`src/rtl/armleocpu_icache_lite.sv`:
```
// armleocpu_icache_lite: direct-mapped, one-word-per-line, read-only instruction cache.
// It sits between the fetch unit and the instruction memory.
// Misses are refilled through a single-word request/acknowledge port.
// Optional feature macro: ARMLEOCPU_ICACHE_PROTO_CHECK_EN. When it is defined,
// proto_err is a sticky flag for fetch-side protocol violations.
module armleocpu_icache_lite #(
  parameter int LANES_W = 6
) (
  input  logic        clk,
  input  logic        rst_n,
  input  logic [3:0]  c_cmd,
  input  logic [31:0] c_address,
  output logic        c_done,
  output logic [3:0]  c_response,
  output logic [31:0] c_load_data,
  output logic        m_req,
  output logic [31:0] m_addr,
  input  logic        m_ack,
  input  logic [31:0] m_rdata,
  input  logic        m_err,
  output logic        proto_err
);

  localparam int LINES = 1 << LANES_W;
  localparam int TAG_W = 30 - LANES_W;

  localparam logic [3:0] CMD_NONE         = 4'd0;
  localparam logic [3:0] CMD_EXECUTE      = 4'd1;
  localparam logic [3:0] CMD_FLUSH_ALL    = 4'd4;
  localparam logic [3:0] RESP_SUCCESS     = 4'd0;
  localparam logic [3:0] RESP_ACCESSFAULT = 4'd1;
  localparam logic [3:0] RESP_MISSALIGNED = 4'd3;
  localparam logic [3:0] RESP_UNKNOWNTYPE = 4'd4;

  typedef enum logic [1:0] {IDLE, LOOKUP, REFILL, FLUSH} state_t;

  state_t               state, state_next;
  logic [31:0]          addr_q;
  logic                 unknown_q;
  logic [LANES_W-1:0]   flush_cnt;
  logic [LINES-1:0]     valid;
  logic [31:0]          data_mem [LINES];
  logic [TAG_W-1:0]     tag_mem  [LINES];
  logic [31:0]          data_rd;
  logic [TAG_W-1:0]     tag_rd;
  logic                 accept;
  logic                 refill_write;
  logic                 cmd_known;
  logic                 hit;
  logic [LANES_W-1:0]   idx_q;
  logic [LANES_W-1:0]   idx_in;
  logic [TAG_W-1:0]     tag_q;

  assign idx_q     = addr_q[LANES_W+1:2];
  assign tag_q     = addr_q[31:LANES_W+2];
  assign idx_in    = c_address[LANES_W+1:2];
  assign cmd_known = (c_cmd == CMD_EXECUTE) || (c_cmd == CMD_FLUSH_ALL);
  // The valid bits are read live, so flushes and refills that finished on the previous edge are seen.
  assign hit       = valid[idx_q] && (tag_rd == tag_q);

  // Compute the next state, the completion outputs, the refill request and command acceptance.
  always_comb begin
    state_next   = state;
    c_done       = 1'b0;
    c_response   = RESP_SUCCESS;
    c_load_data  = '0;
    m_req        = 1'b0;
    m_addr       = '0;
    refill_write = 1'b0;
    accept       = 1'b0;
    case (state)
      IDLE: ;
      LOOKUP: begin
        if (unknown_q) begin
          c_done     = 1'b1;
          c_response = RESP_UNKNOWNTYPE;
        end else if (addr_q[1:0] != 2'b00) begin
          c_done     = 1'b1;
          c_response = RESP_MISSALIGNED;
        end else if (hit) begin
          c_done      = 1'b1;
          c_load_data = data_rd;
        end else begin
          m_req = 1'b1;
          if (!m_ack) state_next = REFILL;
        end
      end
      REFILL: m_req = 1'b1;
      FLUSH: if (flush_cnt == '1) c_done = 1'b1;
      default: state_next = IDLE;
    endcase
    // A zero-wait acknowledge can complete the refill in the lookup cycle itself.
    if (m_req) begin
      m_addr = {addr_q[31:2], 2'b00};
      if (m_ack) begin
        c_done = 1'b1;
        if (m_err) begin
          c_response = RESP_ACCESSFAULT;
        end else begin
          refill_write = 1'b1;
          c_load_data  = m_rdata;
        end
      end
    end
    if (c_done) state_next = IDLE;
    accept = (c_cmd != CMD_NONE) && ((state == IDLE) || c_done);
    if (accept) state_next = (c_cmd == CMD_FLUSH_ALL) ? FLUSH : LOOKUP;
  end

  // Hold the state, the registered request, the flush counter and the per-line valid bits.
  always_ff @(posedge clk or negedge rst_n) begin
    if (!rst_n) begin
      state     <= IDLE;
      addr_q    <= '0;
      unknown_q <= 1'b0;
      flush_cnt <= '0;
      valid     <= '0;
    end else begin
      state <= state_next;
      if (accept) begin
        addr_q    <= c_address;
        unknown_q <= !cmd_known;
      end
      if (state == FLUSH) begin
        valid[flush_cnt] <= 1'b0;
        flush_cnt        <= flush_cnt + 1'b1;
      end
      if (accept && (c_cmd == CMD_FLUSH_ALL)) flush_cnt <= '0;
      if (refill_write) valid[idx_q] <= 1'b1;
    end
  end

  // Store the tag and data arrays with a synchronous read. A refill of the same line is bypassed to the read.
  always_ff @(posedge clk) begin
    if (refill_write) begin
      data_mem[idx_q] <= m_rdata;
      tag_mem[idx_q]  <= tag_q;
    end
    if (accept) begin
      if (refill_write && (idx_in == idx_q)) begin
        data_rd <= m_rdata;
        tag_rd  <= tag_q;
      end else begin
        data_rd <= data_mem[idx_in];
        tag_rd  <= tag_mem[idx_in];
      end
    end
  end

`ifdef ARMLEOCPU_ICACHE_PROTO_CHECK_EN
  logic [3:0] cmd_q;
  logic       proto_err_q;

  // Flag a changed command or address while a request is pending, and flag an unsupported command at accept.
  always_ff @(posedge clk or negedge rst_n) begin
    if (!rst_n) begin
      cmd_q       <= CMD_NONE;
      proto_err_q <= 1'b0;
    end else begin
      if (accept) cmd_q <= c_cmd;
      if (accept && !cmd_known) proto_err_q <= 1'b1;
      if ((state != IDLE) && !c_done && ((c_cmd != cmd_q) || (c_address != addr_q)))
        proto_err_q <= 1'b1;
    end
  end

  assign proto_err = proto_err_q;
`else
  assign proto_err = 1'b0;
`endif

endmodule

```
`config.mk`:
```
export PLATFORM = sky130hd
export DESIGN_NAME = armleocpu_icache_lite
export DESIGN_NICKNAME = d
export VERILOG_FILES = /design/src/rtl/armleocpu_icache_lite.sv
export SDC_FILE = /design/constraint.sdc
export NUM_CORES = 2
export LEC_CHECK = 0
export BUFFER_PORTS_ARGS = -buffer_cell sky130_fd_sc_hd__buf_4
export CORE_MARGIN = 2
export CORE_UTILIZATION = 50
export CTS_CLUSTER_DIAMETER = 120
export DETAILED_ROUTE_END_ITERATION = 10
export PLACE_DENSITY = 0.65
export SLEW_MARGIN = 20
export SYNTH_ARGS = -nofsm -noshare
export SYNTH_HDL_FRONTEND = slang
export SYNTH_SLANG_ARGS = --single-unit
export TNS_END_PERCENT = 20
```
`constraint.sdc`:
```
create_clock -name clk -period 6.8 [get_ports clk]
set_input_delay 2.04 -clock clk [delete_from_list [all_inputs] [get_ports clk]]
set_output_delay 2.04 -clock clk [all_outputs]
set_load 0.1 [all_outputs]
```
# --- Yosys cells after proc, flatten, opt, wreduce, memory -nomap -nowiden ---
# Memories as Yosys holds them, arrays and structs flattened. A register that Yosys moved wholly into a read port is not among the register bits.
# Index checks and enable logic that the tools add are counted.
# Widths: inputs -> output; s select.
classes:
  addsub: 1
  multipliers: 0
  div_mod_pow: 0
  order_cmp: 4
  n_eq_ne: 11
  shifts: 0
  n_mux: 48
  bitwise: 3
  reduce_logical: 14
ops:
  columns: ["cell", "n"]
  rows:
  - ["$mux 32", 8]
  - ["$mux 64", 2]
  - ["$and 64x64->64", 1]
  - ["$not 64->64", 1]
  - ["$or 64x64->64", 1]
  - ["$eq 24x24->1", 1]
  - ["$mux 2", 9]
  - ["$mux 1", 17]
  - ["$lt 6x7->1 const B", 2]
  - ["$demux 1 s6", 2]
  - ["$ge 6x1->1 const B", 2]
  - ["$mux 4", 3]
  - ["$mux 6", 2]
  - ["$add 6x1->6 const B", 1]
  - ["$bmux 1 s6", 1]
  - ["$eq 6x6->1 const B", 1]
  - ["$mux 3", 2]
  - ["$ne 3x2->1 const B", 2]
  - ["$ne 3x3->1 const B", 2]
  - ["$logic_and 1x1->1", 5]
  - ["$reduce_and 5->1", 1]
  - ["$eq 2x2->1 const B", 2]
  - ["$eq 4x1->1 const B", 1]
  - ["$eq 4x3->1 const B", 1]
  - ["other kinds (8)", 11]
word_totals:
  ff_bits: 105
  latchBits: 0
  ram_bits: 3584
  romBits: 0
  inputBits: 72
  output_inout_bits: 71
  word_cells: 88
  mem_count: 2
mem_list:
  columns: ["memory", "words", "width", "read_ports", "rd_clocked_by_memory_dff", "write_ports", "line_no", "text"]
  rows:
  - ["data_mem", 64, 32, 1, 1, 1, "42", "logic [31:0] data_mem [LINES];"]
  - ["tag_mem", 64, 24, 1, 1, 1, "43", "logic [TAG_W-1:0] tag_mem [LINES];"]

# --- Longest topological paths before layout ---
logic_depth:
  ltp_word: 13
  mapped_depth: 13
  mapped_depth_nobuf: 8

# --- Worst setup path before layout ---
# No wires, ideal clock.
synth_path:
  path_type: "reg2out"
  start: "register addr_q[3]"
  end: "output m_addr[22]"
  t_arrival_ns: 3.948
  setup_slack_ns: 0.812
  path_stages_with_launch: 11
  cell_sequence: "dfrtp_1 > buf_6 > buf_6 > mux2_4 > a32oi_1 > a31oi_1 > a311o_1 > o311a_4 > nor2b_1 > clkbuf_1 > and2_1"
synth_between:
  elab_chain_cells: 8
synth_lines:
  columns: ["element", "line_no", "text"]
  rows:
  - ["start: declaration", "38", "logic [31:0] addr_q;"]
  - ["start signal: assignment", "121", "addr_q <= c_address;"]
  - ["$bmux 1 s6", "59", "assign hit = valid[idx_q] && (tag_rd == tag_q);"]
  - ["$mux 1 (implied by the code)", "59", null]
  - ["$logic_and 1x1->1", "59", null]
  - ["$mux 1", "80", "end else if (hit) begin"]
  - ["$mux 1", "77", "end else if (addr_q[1:0] != 2'b00) begin"]
  - ["$mux 1", "74", "if (unknown_q) begin"]
  - ["$pmux 1 s2", "71", "case (state)"]
  - ["named net m_req", "16", "output logic m_req,"]
  - ["$mux 32", "93", "if (m_req) begin"]
  - ["end: declaration", "17", "output logic [31:0] m_addr,"]
# The timed path passes the listed nets, and every way through them passes these cells. The select of a mux whose other input is x is not followed.

# --- Worst setup path in the final report ---
layout_path:
  start: "register addr_q[3]"
  end: "output c_load_data[26]"
layout_between:
  elab_chain_cells: 10
  elab_cells_between_ends: 14
  cone_classes: "mux (13); reduce/logical (1)"
layout_lines:
  columns: ["element", "line_no", "text"]
  rows:
  - ["$bmux 1 s6 (*)", "59", null]
  - ["$mux 1 (implied by the code) (*)", "59", null]
  - ["$logic_and 1x1->1 (*)", "59", null]
  - ["$mux 32", "80", null]
  - ["$mux 32", "77", null]
  - ["$mux 32", "74", null]
  - ["$mux 32", "71", null]
  - ["$mux 32", "97", "if (m_err) begin"]
  - ["$mux 32", "95", "if (m_ack) begin"]
  - ["$mux 32 (*)", "93", null]
  - ["end: declaration", "15", "output logic [31:0] c_load_data,"]
# Mark *: on every way between the ends. The rest lies on a longest branch, timed or not. The select of a mux whose other input is x is not followed.

==> metrics.yaml <==
synth_fa_ha_area_frac: 0.000434
fmax_ghz: 0.153
cap_violations: 0
drt-vias-per-instance: 6.56
synth_common_cells: "edfxtp_1 (3640), mux4_2 (1182), clkbuf_1 (208)"
grt_pass1_vias: 67900
ys_warn_count: 0
regArea_sq_um: 112000
synth-seq-cells: 3745
cts_tree: "done"
final_hold_viol_count: 0
hold-path-cell-count: 2
hpwl_um: 192000
dp.cells: 9657
cts_made_buffers: 372
avgRoutedWirePerCell_um: 36.2
die_x_um: 541
slew_violations: 0
synthArstFlopShare: 0.0280
netlist_area_sq_um: 144000
grt_max_degree: 110
cts.clk_slew.worst_paths_ns: 0.06
worstSetupEndpointType: "output port"
postLayoutCellArea_sq_um: 164000
cp.required_ns: 4.76
worst_clock_skew_ns: 0.0628
multiInputGateArea_sq_um: 31200
drc: 0
p_int_mw: 39.9
area_growth_syn_to_layout_pct: 13.8
place_congestion: 0.831
first_pass_iters: 5
post-cts-setup-buffers: 0
power.density_nw_per_um2: 321
vias: 67900
synth-edff-count: 3640
io_buffers: 138
cp-start-kind: "register"
cts_sinks: 3745
synthMuxAreaShare: 0.194
die-area_sq_um: 292000
synthSimpleGateAreaFrac: 0.00714
ant_nets: 0
cts-root-buf: "clkbuf_16"
report.final.setup_viol: 0
rows: 197
clkPwrFrac: 0.379
synth_top_family_by_area: "multiplexers"
yosysTopAreaCellShare: 0.759
wl_um: 374000
grt_pass1_wl_um: 528000
swShare: 0.242
yosysSeqAreaShare: 0.777
tightest_slew_ns: 1.06
placed_cell_area_sq_um: 152000
crit_arrival_ns: 4.48
synth_top_cell_by_area: "edfxtp_1"
path_class: "register to output port"
htree_num_levels: 5
start_util: 0.501
nets: 6327
instances_no_fill: 10300
p_leak_nw: 51.1
min_period_ns: 6.52
status: "finished clean"
tns_ns: 0
combPwrFrac: 0.100
worstHoldPathType: "register to register"
yosysMostFrequentCell: "edfxtp_1"
layout-drive-gt1-share: 0.349
slew_headroom: 0.297
final_core_util: 0.571
yosys.area_share.xor_xnor: 0.00207
core_sq_um: 287000
n_fill_cell: 20300
switching_power_mw: 12.8
antenna_found_initial: 8
overflow: 0
avgSynthCellArea_sq_um: 24.8
clk_latency_ns: 0.95
ios: 143
fp.dieH_um: 541
synth_ff_type: "edfxtp_1"
reg2reg_depth: 9
ir_drop_v: 0.000467
cts_max_path_buffers: 4
drt_iter0_markers: 9809
synthCells: 5806
ys_types: 64
crit_fanout: 40
rsz0062_at_grt: "false"
yosys-top-cells-area: "edfxtp_1 (76%), mux4_2 (18%), dfrtp_1 (1.8%), mux2_4 (0.70%), clkbuf_1 (0.54%)"
period_share: 0.958
grt_usage: 0.257
synth-compound-area-share: 0.00887
seqPwrFrac: 0.521
[layout make-up]
class / instances / area share
clock inverters: 219 / 0.0121
multi-input cells: 1733 / 0.190
clock buffers: 465 / 0.0601
diodes: 1 / 0.0000153
repair buffers: 392 / 0.0257
flip-flops and latches: 3745 / 0.683
well taps: 3781 / 0.0289
inverters: 6 / 0.000137
[path summary, 6_finish.rpt]
kind	start	to	slack, ns
hold reg to reg	valid[49]	valid[49]	0.51
setup / recovery	addr_q[3]	c_load_data[26]	0.28
max in group asynchronous	rst_n	addr_q[3]	4.47
min in group asynchronous	rst_n	addr_q[28]	1.24
setup reg to reg	addr_q[3]	data_mem[62][22]	1.63
hold / removal	valid[49]	valid[49]	0.51
[state kept, by name, indices dropped and copies added, names as in the netlist]
register,count
addr_q,32
tag_rd,24
flush_cnt,6
tag_mem,1536
state,2
data_rd,32
valid,64
data_mem,2048
unknown_q,1
[routing by layer]
| metal | wire (um) | up-vias | track usage | share of wire |
|---|---|---|---|---|
| li1 | - | 26100 | - | - |
| met1 | 149000 | 37400 | 0.381 | 0.40 |
| met2 | 177000 | 3729 | 0.397 | 0.47 |
| met3 | 37200 | 571 | 0.0464 | 0.10 |
| met4 | 10100 | 0 | 0.0713 | 0.027 |
| met5 | 0 | - | 0 | 0 |
[cell usage in the layout (no fill, tap or decap), types with 7 or more instances in the layout]
cell type / n
mux4_2: 1182
clkbuf_16: 378
edfxtp_1: 3640
clkinv_2: 73
clkinvlp_4: 11
buf_4: 288
nor4_1: 8
mux2_4: 67
nor2b_1: 8
clkinv_1: 83
nor2_4: 65
dfrtp_1: 84
xor2_1: 33
clkinv_16: 8
o21ai_0: 131
clkbuf_1: 81
mux2i_1: 8
bufinv_16: 23
mux2_2: 24
buf_12: 95
nand2_1: 32
nand3_1: 10
a22o_1: 32
dfrtp_2: 21
and2_1: 31
a31oi_1: 7
nor2_1: 9
[timing repair]
action | 4_1_cts | 5_1_grt
resized for setup | 2 | 1
setup endpoints to repair | 35 | 4
cloned | 0 | 0
hold buffers | 0 | 0
[worst max-delay path, stage by stage, from the launching register on]
cell,delay [ns]
dfrtp_2,0.70
nor2b_1,0.51
a221oi_1,0.18
a311o_1,0.47
o311a_4,0.44
nor3_4,0.21
buf_12,0.33
a22o_1,0.25
buf_4,0.29
[metrics by stage]
step / total power, mW / worst slack (ns) / hold slack [ns]
2_1_floorplan: 31.0 / 0.812 / 0.465
3_3_place_gp: 33.0 / 1.01 / 0.493
3_5_place_dp: 33.1 / 0.827 / 0.499
4_1_cts: 52.9 / 0.116 / 0.511
5_1_grt: 54.1 / 0.0917 / 0.539
6_report: 52.6 / 0.285 / 0.513
[power groups by stage]
stage | clock network (mW) | registers [mW] | logic (mW)
2_1_floorplan | 0 | 28.4 | 2.62
3_3_place_gp | 0 | 27.9 | 5.08
3_5_place_dp | 0 | 27.9 | 5.25
4_1_cts | 20.2 | 27.4 | 5.26
5_1_grt | 21.1 | 27.4 | 5.57
6_report | 19.9 | 27.4 | 5.25
[cell families (layout without fill, tap and decap cells)]
logic type	Yosys count	in the layout
AO/OA/AOI/OAI	206	206
XOR/XNOR	34	34
adder cells (fa/ha/maj)	5	5
buffers and inverters	331	1082
flip-flops	3745	3745
multiplexers	1281	1281
other	1	5
AND/OR/NAND/NOR	203	203
(Power assumes the default switching activity.)
